`config.mk`:
```
export PLATFORM = sky130hd
export DESIGN_NAME = hazard_stall_ctrl
export DESIGN_NICKNAME = d
export VERILOG_FILES = /design/src/rtl/hazard_stall_ctrl.sv
export SDC_FILE = /design/constraint.sdc
export NUM_CORES = 1
export LEC_CHECK = 0
export BUFFER_PORTS_ARGS = -buffer_cell sky130_fd_sc_hd__clkbuf_2
export CORE_UTILIZATION = 42
export CTS_BUF_LIST = sky130_fd_sc_hd__clkbuf_16
export CTS_CLUSTER_SIZE = 24
export DETAILED_ROUTE_END_ITERATION = 16
export GPL_TIMING_DRIVEN = 0
export PLACE_DENSITY = 0.76
export SLEW_MARGIN = 0
export SYNTH_ARGS = -nofsm -noshare
export SYNTH_HDL_FRONTEND = slang
export SYNTH_SLANG_ARGS = --single-unit
```
`constraint.sdc`:
```
create_clock -name clk -period 4.44 [get_ports clk]
set_clock_uncertainty 0.05 [all_clocks]
set_input_delay 0.888 -clock clk [delete_from_list [all_inputs] [get_ports clk]]
set_output_delay 0.888 -clock clk [all_outputs]
set_load 0.02 [all_outputs]
```
`src/rtl/hazard_stall_ctrl.sv`:
```
// Hazard and sequencing controller for the five-stage MIPS pipeline.
// Stalls the instruction in D on RAW hazards (Tuse/Tnew) or while the
// multiply/divide unit is busy. Also tracks MDU occupancy and counts stall cycles.
module hazard_stall_ctrl #(
    parameter int MULT_CYCLES = 5,
    parameter int DIV_CYCLES  = 10,
    parameter int CNT_W       = 4
) (
    input  logic        clk,
    input  logic        reset,
    input  logic [4:0]  D_rs,
    input  logic [4:0]  D_rt,
    input  logic [1:0]  D_rs_tuse,
    input  logic [1:0]  D_rt_tuse,
    input  logic        D_is_md,
    input  logic [4:0]  E_A3,
    input  logic [1:0]  E_tnew,
    input  logic [4:0]  M_A3,
    input  logic [1:0]  M_tnew,
    input  logic        E_start,
    input  logic        E_is_div,
    output logic        stall,
    output logic        PC_en,
    output logic        D_en,
    output logic        E_flush,
    output logic        md_busy,
    output logic        md_done,
    output logic [31:0] stall_count
);

    logic [CNT_W-1:0] cnt_q, cnt_d;
    logic [31:0]      stall_count_q, stall_count_d;

    // Source operands of the D instruction, index 0 = rs, 1 = rt.
    logic [1:0][4:0] src_reg;
    logic [1:0][1:0] src_tuse;
    logic [1:0]      src_stall;
    logic            md_stall;

    assign src_reg  = {D_rt, D_rs};
    assign src_tuse = {D_rt_tuse, D_rs_tuse};

    // Per-operand RAW check: a producer still ahead of the consumer's need stalls D.
    // Register 0 is never a real dependency, so it is filtered up front.
    // A Tuse of 3 can never be exceeded by a Tnew of at most 2.
    generate
        for (genvar gi = 0; gi < 2; gi++) begin : g_src
            always_comb begin
                src_stall[gi] = (src_reg[gi] != 5'd0) &&
                                (((src_reg[gi] == E_A3) && (E_tnew > src_tuse[gi])) ||
                                 ((src_reg[gi] == M_A3) && (M_tnew > src_tuse[gi])));
            end
        end
    endgenerate

    // MDU occupancy: a start already in E counts as busy in the same cycle.
    assign md_busy  = (cnt_q != '0);
    assign md_done  = (cnt_q == CNT_W'(1)) && !E_start;
    assign md_stall = D_is_md && (md_busy || E_start);

    assign stall       = |src_stall || md_stall;
    assign PC_en       = !stall;
    assign D_en        = !stall;
    assign E_flush     = stall;
    assign stall_count = stall_count_q;

    // Next-state: a new start always reloads the counter, even mid-operation.
    always_comb begin
        cnt_d = cnt_q;
        if (E_start) begin
            cnt_d = E_is_div ? CNT_W'(DIV_CYCLES) : CNT_W'(MULT_CYCLES);
        end else if (cnt_q != '0) begin
            cnt_d = cnt_q - CNT_W'(1);
        end
        stall_count_d = stall_count_q + {31'd0, stall};
    end

    // State registers; reset abandons any in-flight MDU operation without a done pulse.
    always_ff @(posedge clk) begin
        if (reset) begin
            cnt_q         <= '0;
            stall_count_q <= '0;
        end else begin
            cnt_q         <= cnt_d;
            stall_count_q <= stall_count_d;
        end
    end

endmodule
```
==> flow_results.org <==
** Outcome
- Result of the run :: completed

** Die
- The initial utilization of the core area, before any placement, comes to between 40% and 50%.
- Height of the die :: roughly 73 um
- roughly 70 I/O pins were placed.
- The core region is approximately 4800 sq um.
- Die W :: about 73 um
- Die outline area :: 5270 sq um
- Row cnt :: 25

** CTS
- TritonCTS built the clock tree.
- Clock sinks :: 36
- Clock-pin slew reported for the worst setup and hold paths after clock tree synthesis :: 0.05 ns
- Clock root buffer master :: clkbuf_16
- Count of cells resized by post-cts repair :: 0
- The later pin in the worst-skew pair is clocked with a latency of ~0.28 ns.
- The number of setup buffers added after CTS is 0.
- Total of hold buffers inserted after clock tree synthesis :: 0
- Counting the buffers created by CTS gives 5.
- CTS built an H-tree with a depth of 2.
- Maximum count of clock buffers along a single path :: 2

** Drt
- Wire length per cell after detailed routing :: around 12 um
- The detailed router finished its first iteration with about 110 violations.
- Number of detailed-routing iterations run before antenna repair :: 4
- For this block, the routed nets add up to about 4800 um of wire.
- Via Count :: slightly below 2000
- Remaining design rule violation count :: 0
- The count of nets left with antenna violations once routing finished came out at 0.
- Routed vias/inst :: 5.00

** GRT
- Global routing used 19.7% of the available tracks across all layers.
- First-pass GRT wire length :: ~8000 um
- The initial antenna violation count came to 0.
- Number of global-route vias before repair :: 1767
- Final global-route overflow total :: 0
- Maximum number of pins on one net before global-route repair :: 11

** Critical path
- STA puts the critical path data required time at between 4 and 5 ns.
- Critical setup path kind :: in -> reg
- Along the worst path, the maximum fanout reaches 10.
- STA puts the critical path data arrival time at 3.90 ns.
- STA classifies the critical path endpoint as a flip-flop.
- Startpoint types :: input pin

** Min path
- Worst Hold Class :: reg -> reg

** Placed design
- Count of port buffers added during placement :: 69
- Routability-driven placement finished with a final weighted congestion of just over 0.9.
- Counting tap cells, the placed design contains a total of 380 instances.
- Sum of net half-perimeters after detailed placement :: 3660 um

** STA
- Dividing the final minimum period by the clock period gives a little under nine tenths.
- Static timing analysis puts the maximum clock frequency at roughly 0.26 GHz.
- Headroom to the max-slew limit came out at 68.9%.
- Fin crit period :: 3.80 ns
- Final max-slew violation count :: 0
- Setup Viol. Count Final :: 0
- Setup repair after global routing missed its margin :: false
- Sum Neg Setup Slack :: 0 ns
- Pin slew with the least headroom to its limit :: about 0.47 ns
- The final count of hold timing violations was 0.

** Finish
- Number of diodes added for antenna fixing :: 0
- Of the cells placed in the final design, the portion with a size suffix greater than 1 is 26.5%.
- Layout Nets :: 366
- Final standard cell count with taps included and fillers excluded :: 388
- The area growth from synthesis to layout is 27.0%.

** Pwr
- For this design the ratio of total power to cell area is around 300 nW/um^2.
- Clk network pwr share :: about two fifths
- Summing internal, switching and leakage power gives approximately 0.79 mW.
- Gate power share :: 16.2%
- Sw Share :: 25.2%
- The analysis attributes to net switching a power of ~0.20 mW.
- Sequential Power Share :: between 40 and 50%
- Pint :: 0.589 mW
- The analysis attributes to cell leakage a power of 1.20 nW.
- The worst-case IR drop observed on VDD is between 0.2 and 0.25 mV.

** Synthesis
- Ranked by total cell area, the synthesized netlist is headed by dfxtp_1, xor2_1, ha_1.
- The cell count after synthesis came out at 244.
- For this run, the number of Yosys warnings is 0.
- Compound-Gate Fraction of Synth Area :: about 4.2%
- Post-Syn Area per Cell :: approximately 8.6 sq um
- Summing the areas of all fa, ha and maj instances in the mapped netlist gives approximately 7.8% of the synthesized area.
- Summing the areas of all and, or, nand and nor instances in the mapped netlist gives 26.9% of the synthesized area.
- Fraction of registers with async set/reset :: 0%
- Of the total synthesized cell area, the portion taken by XOR and XNOR cells is between 20% and 30%.
- Area fraction of the dominant cell type after synthesis :: between 30% and 40%
- Sequential element share of the synthesized area :: around a third
- Share of cell area taken by muxes after synthesis :: 0%
- The number of nets in the synthesized netlist is between 200 and 300.
- Number of library cell types mapped by synthesis :: 35
- After synthesis the netlist holds a flip-flop and latch count of 36.
- Most instantiated flip-flop cell in the synthesis netlist :: dfxtp_1
- Post-synth design cell area :: roughly 2100 sq um
- Dominant cell type by area after synthesis :: dfxtp_1
- Count of flip-flops with a built-in enable after synthesis :: 0
- Dominant combinational cell family by area after synthesis :: simple AND/OR/NAND/NOR gates

** Flow run
- Max-capacitance violation count :: 0
state kept, by name (all words and copies together), names as in the netlist:
signal,count
stall_count,32
cnt_q,4
cell usage in the layout, fill, tap and decap left out, drive strengths merged, types with 2 or more instances in the layout:
cell,netlist,final
clkbuf,4,78
ha,13,13
nand2,11,11
o22ai,2,2
nor4,4,4
o21ai,3,3
dfxtp,36,36
nor2,35,35
and3,6,6
and4,5,5
xor2,34,34
nand4,15,15
xnor2,18,18
buf,8,8
nor2b,4,4
and2,4,4
a21oi,6,6
nand3,13,13
or4,2,2
inv,10,12
cell type report:
class	count	area, sq um
Fill cell	477	2100
Tap cell	67	83.8
Multi-Input combinational cell	186	1270
Timing Repair Buffer	69	345
Clock buffer	5	125
Buffer	12	63.8
Inverter	10	37.5
Clock inverter	3	11.3
Sequential cell	36	721
path summary, 6_finish.rpt:
kind	startpoint	to	slack [ns]	depth (start not counted)
worst max register to register	cnt_q[0]	stall_count[28]	1.17	14
worst max-delay path	D_rs_tuse[1]	stall_count[28]	0.64	16
worst min register to register	stall_count[31]	stall_count[31]	0.46	2
worst min-delay path	stall_count[31]	stall_count[31]	0.46	2
cells in the mapped netlist, types with 2 or more instances:
cell / number
dfxtp_1: 36
nor2_1: 35
xor2_1: 34
xnor2_1: 18
nand4_1: 15
ha_1: 13
nand3_1: 12
nand2_1: 11
inv_1: 10
a21oi_1: 6
and3_1: 6
and4_1: 5
and2_1: 4
buf_4: 4
clkbuf_1: 4
nor2b_1: 4
buf_2: 3
nor4_1: 3
o21ai_0: 3
o22ai_1: 2
or4_1: 2
stage by stage:
step | cell area (sq um) | utilization [%] | worst slack (ns) | hold WS (ns)
global route | 2660 | 55.9 | 0.357 | 0.522
global placement | 2520 | 53.0 | 0.436 | 0.438
detailed placement | 2520 | 53.0 | 0.454 | 0.447
finish | 2660 | 55.9 | 0.638 | 0.462
CTS | 2660 | 55.9 | 0.672 | 0.455
floorplan | 2090 | - | 0.883 | 0.508
per-layer routing:
layer	vias up	routed length (um)	part of all wire [%]	track usage (%)
li1	984	-	-	-
met2	51	2230	47	30.5
met4	0	100	2.1	8.06
met5	-	0	0	0
met3	13	184	3.8	4.42
met1	891	2280	48	26.5
cell families (layout without fill, tap and decap cells):
family                   Yosys count  in the layout
AND/OR/NAND/NOR                  106            106
buffers and inverters             22             99
flip-flops                        36             36
AO/OA/AOI/OAI                     15             15
XOR/XNOR                          52             52
adder cells (fa/ha/maj)           13             13
power groups by stage:
| stage | combinational [mW] | clock [mW] | sequential [mW] |
|---|---|---|---|
| 6_report | 0.127 | 0.323 | 0.337 |
| 5_1_grt | 0.142 | 0.346 | 0.338 |
| 4_1_cts | 0.127 | 0.331 | 0.337 |
| 3_5_place_dp | 0.127 | 0 | 0.344 |
| 3_3_place_gp | 0.124 | 0 | 0.344 |
| 2_1_floorplan | 0.0774 | 0 | 0.346 |
critical path: stages:
cell	delay (ns)
clkbuf_2	0.07
inv_1	0.05
ha_1	0.28
nor2b_1	0.11
o21ai_0	0.08
a2111oi_0	0.34
o22ai_1	0.18
nand3_1	0.16
ha_1	0.22
ha_1	0.21
and4_1	0.24
nor3b_1	0.34
buf_2	0.31
nand4_1	0.15
xor2_1	0.18
nor2_1	0.06
Power figures use the tool's default switching activity.
